$ cat src/rtl/bnn_weight_streamer_if.sv
// Command and weight-load bus between the host controller and the BNN weight streamer.
// The streamer takes the slave view; whoever issues writes/start/abort takes the master view.
interface bnn_weight_streamer_if #(
    parameter int NUM_NEURONS = 4,
    parameter int NUM_WEIGHTS = 6
);
    localparam int ADDR_W = $clog2(NUM_NEURONS);

    logic                   wr_en;
    logic [ADDR_W-1:0]      wr_addr;
    logic [NUM_WEIGHTS-1:0] wr_data;
    logic                   start;
    logic                   abort;
    logic                   load_en;
    logic [NUM_WEIGHTS-1:0] load_data;
    logic                   busy;
    logic                   done;
    logic                   aborted;

    modport master (
        output wr_en, wr_addr, wr_data, start, abort,
        input  load_en, load_data, busy, done, aborted
    );

    modport slave (
        input  wr_en, wr_addr, wr_data, start, abort,
        output load_en, load_data, busy, done, aborted
    );
endinterface

$ cat src/rtl/bnn_weight_streamer.sv
// Streams a locally held image of per-neuron weight words onto the BNN core's load bus,
// one beat per neuron in order, separated by a fixed idle gap.
module bnn_weight_streamer #(
    parameter int NUM_NEURONS = 4,
    parameter int NUM_WEIGHTS = 6,
    parameter int GAP_CYCLES  = 1
) (
    input  logic                 clk,
    input  logic                 rst_n,
    bnn_weight_streamer_if.slave bus
);
    localparam int IDX_W = $clog2(NUM_NEURONS);
    localparam logic [IDX_W-1:0] LAST_IDX = IDX_W'(NUM_NEURONS - 1);
    localparam logic [3:0] GAP_RELOAD = (GAP_CYCLES == 0) ? 4'd0 : 4'(GAP_CYCLES - 1);

    typedef enum logic [2:0] {IDLE, LOAD, GAP, DONE, ABORT} state_t;

    state_t                 state;
    state_t                 next_state;
    logic [IDX_W-1:0]       idx;
    logic [IDX_W-1:0]       next_idx;
    logic [3:0]             gap_cnt;
    logic [3:0]             next_gap;
    logic [NUM_WEIGHTS-1:0] image [NUM_NEURONS];
    logic [NUM_WEIGHTS-1:0] beat_word;
    logic                   addr_ok;
    logic                   wr_take;

    logic                   load_en_q;
    logic [NUM_WEIGHTS-1:0] load_data_q;
    logic                   busy_q;
    logic                   done_q;
    logic                   aborted_q;

    assign addr_ok = int'(bus.wr_addr) < NUM_NEURONS;
    assign wr_take = (state == IDLE) && bus.wr_en && addr_ok;

    always_ff @(posedge clk or negedge rst_n) begin
        if (!rst_n) begin
            for (int i = 0; i < NUM_NEURONS; i++) begin
                image[i] <= '0;
            end
        end else if (wr_take) begin
            image[bus.wr_addr] <= bus.wr_data;
        end
    end

    always_comb begin
        next_state = state;
        next_idx   = idx;
        next_gap   = gap_cnt;
        unique case (state)
            IDLE: begin
                if (bus.start) begin
                    next_state = LOAD;
                    next_idx   = '0;
                end
            end
            LOAD: begin
                if (bus.abort) begin
                    next_state = ABORT;
                end else if (idx == LAST_IDX) begin
                    next_state = DONE;
                end else begin
                    next_idx = idx + 1'b1;
                    if (GAP_CYCLES == 0) begin
                        next_state = LOAD;
                    end else begin
                        next_state = GAP;
                        next_gap   = GAP_RELOAD;
                    end
                end
            end
            GAP: begin
                if (bus.abort) begin
                    next_state = ABORT;
                end else if (gap_cnt == 4'd0) begin
                    next_state = LOAD;
                end else begin
                    next_gap = gap_cnt - 1'b1;
                end
            end
            DONE:    next_state = IDLE;
            ABORT:   next_state = IDLE;
            default: next_state = IDLE;
        endcase
    end

    // Outputs are registered from the next state, so a write landing on the start edge
    // has to be forwarded into the first beat instead of read from the old image entry.
    always_comb begin
        beat_word = image[next_idx];
        if (wr_take && (bus.wr_addr == next_idx)) begin
            beat_word = bus.wr_data;
        end
    end

    always_ff @(posedge clk or negedge rst_n) begin
        if (!rst_n) begin
            state       <= IDLE;
            idx         <= '0;
            gap_cnt     <= '0;
            load_en_q   <= 1'b0;
            load_data_q <= '0;
            busy_q      <= 1'b0;
            done_q      <= 1'b0;
            aborted_q   <= 1'b0;
        end else begin
            state       <= next_state;
            idx         <= next_idx;
            gap_cnt     <= next_gap;
            load_en_q   <= (next_state == LOAD);
            load_data_q <= (next_state == LOAD) ? beat_word : '0;
            busy_q      <= (next_state == LOAD) || (next_state == GAP);
            done_q      <= (next_state == DONE);
            aborted_q   <= (next_state == ABORT);
        end
    end

    assign bus.load_en   = load_en_q;
    assign bus.load_data = load_data_q;
    assign bus.busy      = busy_q;
    assign bus.done      = done_q;
    assign bus.aborted   = aborted_q;
endmodule

$ cat src/flat_wrapper.sv
// flat-port wrapper written by rule: the top's interface ports become plain ports
module bnn_weight_streamer_flat 
#(
    parameter int NUM_NEURONS = 4,
    parameter int NUM_WEIGHTS = 6,
    parameter int GAP_CYCLES  = 1
)
  (clk, rst_n, bus_wr_en, bus_wr_addr, bus_wr_data, bus_start, bus_abort, bus_load_en, bus_load_data, bus_busy, bus_done, bus_aborted);
  bnn_weight_streamer_if #(.NUM_NEURONS(NUM_NEURONS), .NUM_WEIGHTS(NUM_WEIGHTS)) bus_i ();
  input  logic clk;
  input  logic rst_n;
  input wire logic [$bits(bus_i.wr_en)-1:0] bus_wr_en;
  input wire logic [$bits(bus_i.wr_addr)-1:0] bus_wr_addr;
  input wire logic [$bits(bus_i.wr_data)-1:0] bus_wr_data;
  input wire logic [$bits(bus_i.start)-1:0] bus_start;
  input wire logic [$bits(bus_i.abort)-1:0] bus_abort;
  output wire logic [$bits(bus_i.load_en)-1:0] bus_load_en;
  output wire logic [$bits(bus_i.load_data)-1:0] bus_load_data;
  output wire logic [$bits(bus_i.busy)-1:0] bus_busy;
  output wire logic [$bits(bus_i.done)-1:0] bus_done;
  output wire logic [$bits(bus_i.aborted)-1:0] bus_aborted;
  assign bus_i.wr_en = bus_wr_en;
  assign bus_i.wr_addr = bus_wr_addr;
  assign bus_i.wr_data = bus_wr_data;
  assign bus_i.start = bus_start;
  assign bus_i.abort = bus_abort;
  assign bus_load_en = bus_i.load_en;
  assign bus_load_data = bus_i.load_data;
  assign bus_busy = bus_i.busy;
  assign bus_done = bus_i.done;
  assign bus_aborted = bus_i.aborted;
  bnn_weight_streamer #(.NUM_NEURONS(NUM_NEURONS), .NUM_WEIGHTS(NUM_WEIGHTS), .GAP_CYCLES(GAP_CYCLES)) u_core (.clk(clk), .rst_n(rst_n), .bus(bus_i));
endmodule
$ cat config.mk
export PLATFORM = sky130hd
export DESIGN_NAME = bnn_weight_streamer_flat
export DESIGN_NICKNAME = d
export VERILOG_FILES = /design/src/rtl/bnn_weight_streamer_if.sv /design/src/rtl/bnn_weight_streamer.sv /design/src/flat_wrapper.sv
export SDC_FILE = /design/constraint.sdc
export NUM_CORES = 1
export LEC_CHECK = 0
export BUFFER_PORTS_ARGS = -buffer_cell sky130_fd_sc_hd__buf_2
export CAP_MARGIN = 20
export CORE_ASPECT_RATIO = 2
export CORE_MARGIN = 1
export CORE_UTILIZATION = 55
export DETAILED_ROUTE_END_ITERATION = 6
export PLACE_DENSITY = 0.79
export SLEW_MARGIN = 25
export SYNTH_ARGS = -nofsm -noshare
export SYNTH_HDL_FRONTEND = slang
export SYNTH_SLANG_ARGS = --single-unit
$ cat constraint.sdc
create_clock -name clk -period 6 [get_ports clk]
set_input_delay 0.6 -clock clk [delete_from_list [all_inputs] [get_ports clk]]
set_output_delay 0.6 -clock clk [all_outputs]
set_load 0.02 [all_outputs]
## After elaboration in Yosys (flattened, before gate mapping)

Index checks and enable logic that the tools add are counted.

- Bits in registers: 43
- Input bits: 13
- Output and inout bits: 10
- Word-level logic and storage cells: 62

- Add/subtract/negate cells: 2
- Order comparisons: 3
- Eq/ne operators: 12
- Multiplexer cells: 23
- Bitwise operators: 2
- Reduce and logical (&&, ||, !) cells: 8

Operators by type and width:

| cell | count |
|---|---|
| $mux W6 | 5 |
| $bwmux W24 | 1 |
| $mux W4 | 4 |
| $bmux W6 S2 | 1 |
| $demux W6 S2 | 1 |
| $mux W3 | 4 |
| $eq A3 B2 Y1 const B | 3 |
| $pmux W3 S3 | 1 |
| $ne A2 B2 Y1 const B | 4 |
| $pmux W4 S2 | 1 |
| $eq A3 B1 Y1 const B | 2 |
| $ge A3 B3 Y1 const B | 2 |
| $mux W2 | 3 |
| $not A2 Y3 | 2 |
| $reduce_and A5 Y1 | 1 |
| $logic_not A4 Y1 | 1 |
| $pmux W2 S2 | 1 |
| $sub A4 B1 Y4 const B | 1 |
| $eq A3 B3 Y1 const B | 1 |
| $logic_and A1 B1 Y1 | 3 |
| $logic_not A3 Y1 | 1 |
| $lt A3 B1 Y1 const B | 1 |
| $add A2 B1 Y2 const B | 1 |
| $eq A2 B2 Y1 | 1 |
| 4 further kinds | 4 |

## Depth between registers and ports, before layout

Gate-level depths: netlist (run 1).

- Depth in word-level cells: 10
- Mapped depth: 8
- Depth with buffers taken out: 8

## Worst setup path after synthesis (run 1)

No wires, ideal clock.

- Kind: in2reg
- From: input bus_abort
- To: register u_core.load_data_q[4] (netlist: u_core.bus.load_data[4])
- Setup time: 0.118 ns
- Data arrival time: 2.190 ns
- Data required time: 5.882 ns
- Slack: 3.691 ns
- Stages: 6
- Path buffers: 0
- Cells stage by stage: nor3_2 nor2_1 a311oi_4 xor2_2 o31ai_2 a2bb2o_4

- Cells in the longest elaborated chain, start to end: 8
- Elaborated cells between the ends (all ways): 14
- Classes of those cells: eq/ne: 2; mux: 10; bitwise: 1; reduce/logical: 1

RTL lines:

| item | line | source |
|---|---|---|
| start: declaration | flat_wrapper.sv:16 | `input wire logic [$bits(bus_i.abort)-1:0] bus_abort;` |
| $mux W2 * | bnn_weight_streamer.sv:60 | `if (bus.abort) begin` |
| $pmux W2 S2 * | bnn_weight_streamer.sv:52 | `unique case (state)` |
| named net u_core.next_idx[0] | bnn_weight_streamer.sv:21 | `logic [IDX_W-1:0] next_idx;` |
| $not A2 Y3 (implied by the code) | bnn_weight_streamer.sv:92 | `beat_word = image[next_idx];` |
| $bmux W6 S2 | bnn_weight_streamer.sv:92 |  |
| $mux W6 (implied by the code) (2 in series) | bnn_weight_streamer.sv:92 |  |
| $mux W6 * | bnn_weight_streamer.sv:93 | `if (wr_take && (bus.wr_addr == next_idx)) begin` |
| $mux W6 * | bnn_weight_streamer.sv:113 | `load_data_q <= (next_state == LOAD) ? beat_word : '0;` |
| end signal: assignment | bnn_weight_streamer.sv:113 |  |
| end: declaration | bnn_weight_streamer.sv:30 | `logic [NUM_WEIGHTS-1:0] load_data_q;` |

The timed path passes the listed nets; every way through them passes the cells marked *. The select of a mux whose other input is x is not followed.
A chain may end at the register's enable or synchronous reset.

## Worst setup path after layout (run 1)

- From: register u_core.state[2]
- To: register u_core.image[20] (netlist name)

- Cells in the longest elaborated chain, start to end: 2

RTL lines:

| item | line | source |
|---|---|---|
| start: declaration | bnn_weight_streamer.sv:18 | `state_t state;` |
| start signal: assignment | bnn_weight_streamer.sv:109 | `state <= next_state;` |
| $logic_not A3 Y1 | bnn_weight_streamer.sv:36 | `assign wr_take = (state == IDLE) && bus.wr_en && addr_ok;` |
| $logic_and A1 B1 Y1 | bnn_weight_streamer.sv:36 |  |
| end signal: indexed assignment | bnn_weight_streamer.sv:44 | `image[bus.wr_addr] <= bus.wr_data;` |
| end: declaration | bnn_weight_streamer.sv:24 | `logic [NUM_WEIGHTS-1:0] image [NUM_NEURONS];` |

No other way between the ends.

==> out/qor.txt, run 1 <==
CTS tree = done
layout cells sized above 1 = 41.1%
Tot GR Track Use = 23.1%
final setup skew = 5.59 ps
largest incremental delay on the critical path = 830 ps
routability cong. = 0.806
CTS Buf Count = 5
final worst slack = 3410 ps
# Post-CTS Setup Buffers = 0
max_slew headroom = 31.3%
Worst Path Buf+Inv = 0
Syn Area/Cell = 13.4 µm²
peak fanout along the critical path = 9
Worst EP arrival = 2770 ps
Vert. Die Dim = 88.0 µm
CTS resizes = 0
drt drc = 0
Sequential Power Share = 41.6%
P_sw = 0.434 mW
Initial DRC Count = 22
netlist area before placement = 2030 µm²
leak pwr = 1.01 nW
Comb pwr share = 42.1%
clk root buf = clkbuf_8
Top Ports = 23
first-pass GRT wire length = 6.40 mm
Area Growth Syn to Fin = 12.5%
Top cell by count, worst path = nor3_1
Pre-Repair DR Iteration Count = 4
max cap viols = 0
number of synthesized flops with an enable pin = 0
Clk pwr share = 16.3%
number of H-tree levels = 2
worst-skew pair later-pin latency = 290 ps
floorplan row count = 30
HPWL Detailed = 2.97 mm
routed len/inst = 17.6 µm
Die X = 45.0 µm
Int Power = 0.775 mW
Final min period = 2590 ps
Synth Register Bits = 43
ys flop type = dfrtp_1
TNS Setup = 0 ps
run status = complete, no violations
Reg-to-Reg End = u_core.image[20]
vias = 1309
clock-pin slew on the worst setup and hold paths = 80 ps
vias in the first global route = 1380
R2R depth = 4
Pwr per Cell Area = 529 nW/µm²
Post-CTS Hold Fix Bufs = 0
Fillers = 273
Post-synth ARST share = 100%
CP max-delay cell = nor3_1
Mapped Cells = 152
via/cell ratio = 5.74
crit-path cells = nor3_1, nand2_1, nor3_1, mux2_2
Fmax = 0.385 GHz
Register Area = 1080 µm²
CTS sink cnt = 43
pin count of the biggest net entering global routing = 44
Final ANT Viol Nets = 0
number of diodes = 0
Min-Delay Path Class = in2async
initial antenna violation count = 0
Final setup viols = 0
synth unique cells = 39
net count reported at finish = 194
Worst Path Required = 6170 ps
core area = 3450 µm²
r2r setup slk = 3410 ps
worst vdd ir = 0.321 mV
Pins Over Slew Limit = 0
pre-CTS WS = 3310 ps
Worst setup EP type = flop
startpoint types = flop
count of input and output buffers = 22
reg2reg start = u_core.state[2]
Max clock buf depth = 2
area of the multi-input gates = 930 µm²
sw frac = 35.9%
Synth Net Count = 167
register area share after synthesis = 52.9%
final cycle utilization of the critical path = 43.2%
delay-heaviest family, CP = simple AND/OR/NAND/NOR gates
Fin. Hold Viols = 0
unrepaired setup endpoints after global routing = no
Initial Utilization = 58.9%
GRT overflow = 0
final WL = 4.01 mm
kind of critical path = reg2reg
YS warnings = 0
Least-Margin Pin Slew = 1020 ps
Die Area = 3960 µm²
[layer usage]
layer  wire, µm  part of all wire (%)  vias to the layer above  GRT usage (%)
li1           -                     -                      608              -
met1       1420                    35                      641           23.3
met2       2310                    57                       45           41.8
met3        146                   3.6                       15           5.15
met4        142                   3.5                        0           12.1
met5          0                     0                        -              0
[kinds of logic after synthesis]
family          Yosys count  synth area share [%]
mux                      42                  22.5
flops                    43                  52.9
xor+xnor                  2                  1.23
fa+ha+maj                 2                  1.23
buf+inv                   5                  1.35
compound gates           20                  8.98
simple gates             38                  11.8
[cell usage after synthesis (all sizes together) (3+ instances only)]
cell,n,area [µm²]
dfrtp,43,1080
inv,3,11.3
mux2,30,338
mux2i,12,120
nand2,7,26.3
nor2,6,22.5
nor3,8,45.0
o21ai,7,38.8
o2bb2ai,5,43.8
or3b,3,28.8
[power groups by stage]
stage / combinational, mW / clock [mW] / sequential, mW
floorplan: 0.372 / 0 / 0.513
global placement: 0.487 / 0 / 0.495
detailed placement: 0.512 / 0 / 0.507
CTS: 0.514 / 0.202 / 0.501
global route: 0.550 / 0.215 / 0.514
finish: 0.509 / 0.197 / 0.503
[placed cells by master (no fill, tap or decap), types with 2 or more instances in the layout]
cell type  instances
mux2i_1           12
mux2_2            30
nand2b_1           2
inv_1              3
clkbuf_8           7
buf_2             22
dfrtp_1           43
nor2b_1            2
o21ai_0            6
nand2_1            7
nor2_1             6
o2bb2ai_1          5
ha_1               2
nor3_1             7
[stage by stage]
| step | power (mW) | utilization, % | hold slack, ps | instance area (µm²) | std cells |
|---|---|---|---|---|---|
| after floorplan | 0.885 | - | 304 | 2030 | 152 |
| after global placement | 0.981 | 63.3 | 487 | 2190 | 220 |
| after detailed placement | 1.02 | 63.3 | 495 | 2190 | 220 |
| after CTS | 1.22 | 66.2 | 475 | 2290 | 228 |
| after global routing | 1.28 | 66.2 | 498 | 2290 | 228 |
| final | 1.21 | 66.2 | 437 | 2290 | 228 |
[flip-flops by register name (all words and copies together) (netlist names)]
register / cells
u_core.idx: 2
u_core.state: 3
u_core.bus.aborted: 1
u_core.bus.done: 1
u_core.bus.load_data: 6
u_core.bus.busy: 1
u_core.bus.load_en: 1
u_core.gap_cnt: 4
u_core.image: 24
[area by class of cell]
type / instances / area share [%]
sequential: 43 / 47.0
tap: 48 / 2.63
multi-input combinational: 104 / 40.6
clock buffer: 8 / 4.38
timing repair buffer: 22 / 4.81
inverter: 3 / 0.492
[worst max-delay path by stage]
stage	start	cells past startpoint	slack, ps	end
finish	u_core.state[2]	4	3410	u_core.image[20]
global route	u_core.state[2]	4	3250	u_core.image[20]
CTS	u_core.state[2]	4	3440	u_core.image[20]
detailed placement	bus_abort	7	3310	u_core.bus.load_data[4]
global placement	bus_abort	7	3380	u_core.bus.load_data[4]
floorplan	bus_abort	6	3690	u_core.bus.load_data[4]
Power figures use the tool's default switching activity.
==> run 2, diff against run 1 <==
Settings changed: CORE_UTILIZATION 55 to 52, PLACE_DENSITY 0.79 to 0.78.
Clock period 6 ns to 2.2 ns, I/O delays scaled along.
==> run 2 against run 1 <==
Utilization up 0.36 points. Final cell count up 5.3%. Via count up 3.4%. Design area up 7.3%. Register-to-register slack worse by 3300 ps. Setup slack worse by 3300 ps. Non-clock buffer count up 11. Sequential share of layout area down 3.1 points. Routed wire length up 3.7%. Highest routed layer unchanged.
==> out/qor.txt, run 2 (synthesis results as in run 1) <==
commonest non-fill, non-tap cell in the layout = dfrtp_1 (unchanged)
GRT overflow = 0 (unchanged)
Die Area = 4180 µm² (was 3960 µm²)
Initial Utilization = 55.2% (was 58.9%)
peak fanout along the critical path = 7 (was 9)
Comb pwr share = 43.1% (was 42.1%)
CTS tree = done (unchanged)
Placed Instances = 229 (was 220)
worst vdd ir = 0.877 mV (was 0.321 mV)
reg2reg start = u_core.state[2] (unchanged)
pin count of the biggest net entering global routing = 44 (unchanged)
Tot GR Track Use = 22.5% (was 23.1%)
drt drc = 0 (unchanged)
routed wl met2 = 2.48 mm (was 2.31 mm)
Worst EP arrival = 2310 ps (was 2770 ps)
leak pwr = 1.09 nW (was 1.01 nW)
max FFs per register = 24 (unchanged)
Register Area = 1080 µm² (about the same)
Least-Margin Pin Slew = 524 ps (was 1020 ps)
count of input and output buffers = 22 (unchanged)
Worst setup EP type = flop (unchanged)
Pins Over Slew Limit = 0 (unchanged)
unrepaired setup endpoints after global routing = no (unchanged)
Pre-Repair DR Iteration Count = 4 (unchanged)
Final ANT Viol Nets = 0 (unchanged)
kind of critical path = reg2reg (unchanged)
Min-Delay Path Class = in2reg (was in2async)
Final setup viols = 0 (unchanged)
Initial DRC Count = 43 (was 22)
WHS Endpoint = u_core.bus.load_data[2]
clk root buf = clkbuf_8 (unchanged)
layout cells sized above 1 = 47.1% (was 41.1%)
initial antenna violation count = 0 (unchanged)
max_slew headroom = 65.1% (was 31.3%)
final WL = 4.16 mm (was 4.01 mm)
core area = 3680 µm² (was 3450 µm²)
Fin. Hold Viols = 0 (unchanged)
met3 wire length = 123 µm (was 146 µm)
Reg-to-Reg End = u_core.bus.load_data[1] (was u_core.image[20])
floorplan row count = 31 (was 30)
Pwr per Cell Area = 1490 nW/µm² (was 529 nW/µm²)
Clk pwr share = 19.2% (was 16.3%)
r2r setup slk = 90 ps (was 3410 ps)
TNS Setup = 0 ps (unchanged)
pre-CTS WS = -44.9 ps (was 3310 ps)
final cycle utilization of the critical path = 95.7% (was 43.2%)
Vert. Die Dim = 90.4 µm (was 88.0 µm)
delay-heaviest family, CP = simple AND/OR/NAND/NOR gates (unchanged)
Area Growth Syn to Fin = 20.7% (was 12.5%)
Fillers = 260 (was 273)
hold_sp = bus_wr_data[2]
CTS sink cnt = 43 (unchanged)
final worst slack = 93.6 ps (was 3410 ps)
top sig layer = met4 (unchanged)
vias = 1353 (was 1309)
P_sw = 1.25 mW (was 0.434 mW)
area of the multi-input gates = 973 µm² (was 930 µm²)
Top Ports = 23 (unchanged)
run status = complete, no violations (unchanged)
wl on met1 = 1.44 mm (was 1.42 mm)
worst-skew pair later-pin latency = 290 ps (about the same)
startpoint types = flop (unchanged)
net count reported at finish = 205 (was 194)
number of H-tree levels = 2 (unchanged)
Int Power = 2.40 mW (was 0.775 mW)
max cap viols = 0 (unchanged)
Finished Layout Cells = 240 (was 228)
HPWL Detailed = 3.08 mm (was 2.97 mm)
via/cell ratio = 5.64 (was 5.74)
final setup skew = 8.36 ps (was 5.59 ps)
number of diodes = 0 (unchanged)
Sequential Power Share = 37.6% (was 41.6%)
Die X = 46.2 µm (was 45.0 µm)
first-pass GRT wire length = 6.69 mm (was 6.40 mm)
Worst Path Required = 2400 ps (was 6170 ps)
sw frac = 34.2% (was 35.9%)
CP Depth = 7 (was 4)
CP max-delay cell = dfrtp_2 (was nor3_1)
Fmax = 0.475 GHz (was 0.385 GHz)
crit-path cells = or3b_1, a21oi_2, a311oi_4, xor2_2, nor4b_4, buf_4, o2bb2ai_1 (was nor3_1, nand2_1, nor3_1, mux2_2)
R2R depth = 7 (was 4)
clock-pin slew on the worst setup and hold paths = 80 ps (about the same)
Final min period = 2110 ps (was 2590 ps)
commonest cells after routing, fill and taps aside = 42 x dfrtp_1, 30 x mux2_2, 21 x buf_2, 12 x mux2i_1, 11 x buf_4 (was 43 x dfrtp_1, 30 x mux2_2, 22 x buf_2, 12 x mux2i_1)
vias in the first global route = 1518 (was 1380)
CTS Buf Count = 5 (unchanged)
Max clock buf depth = 2 (unchanged)
Worst Path Buf+Inv = 1 (was 0)
routability cong. = 0.723 (was 0.806)
hold path cells = 2
routed len/inst = 17.3 µm (was 17.6 µm)
Reg with most FFs = u_core.image (unchanged)
largest incremental delay on the critical path = 480 ps (was 830 ps)
-- run 2: final cells by class --
class	count	area share [%]
repair buffers	33	8.06
clock inverters	2	2.45
well taps	49	2.50
flip-flops and latches	43	43.9
multi-input cells	104	39.7
clock buffers	6	2.96
inverters	3	0.459
-- run 2: metal layers --
metal / vias up / track usage [%]
met5: - / 0
met1: 675 / 21.5
met4: 0 / 10.3
met3: 14 / 4.80
met2: 37 / 41.3
li1: 627 / -
-- run 2: through the flow --
step | hold WS, ps | util [%] | total power, mW | area, µm²
2_1_floorplan | -75.6 | - | 2.43 | 2040
3_3_place_gp | 387 | 61.3 | 2.78 | 2260
3_5_place_dp | 404 | 61.3 | 2.88 | 2260
4_1_cts | 86.4 | 65.2 | 3.61 | 2400
5_1_grt | 194 | 66.6 | 3.87 | 2450
6_report | 199 | 66.6 | 3.65 | 2450
-- run 2: how the worst max path moves through the flow --
stage                      start                       to  slack (ps)
3_3_place_gp   u_core.gap_cnt[1]  u_core.bus.load_data[4]          20
2_1_floorplan    u_core.state[2]  u_core.bus.load_data[4]           5
3_5_place_dp   u_core.gap_cnt[1]  u_core.bus.load_data[3]         -40
6_report         u_core.state[2]  u_core.bus.load_data[1]          90
5_1_grt          u_core.state[0]  u_core.bus.load_data[1]          30
4_1_cts        u_core.gap_cnt[0]  u_core.bus.load_data[1]          10
-- run 2: what timing repair did --
| item | CTS | global route |
|---|---|---|
| buffers inserted | 1 | 1 |
| setup endpoints to repair | 12 | 10 |
| gates resized for setup | 2 | 7 |
| endpoints found under the hold margin | 0 | 43 |
| hold buffers | 0 | 1 |
| pin swaps | 0 | 2 |
-- run 2: power by group through the flow --
stage / combinational (mW) / sequential, mW / clock (mW)
floorplan: 1.03 / 1.40 / 0
global placement: 1.43 / 1.34 / 0
detailed placement: 1.51 / 1.37 / 0
CTS: 1.53 / 1.36 / 0.720
global route: 1.70 / 1.41 / 0.760
finish: 1.57 / 1.37 / 0.701
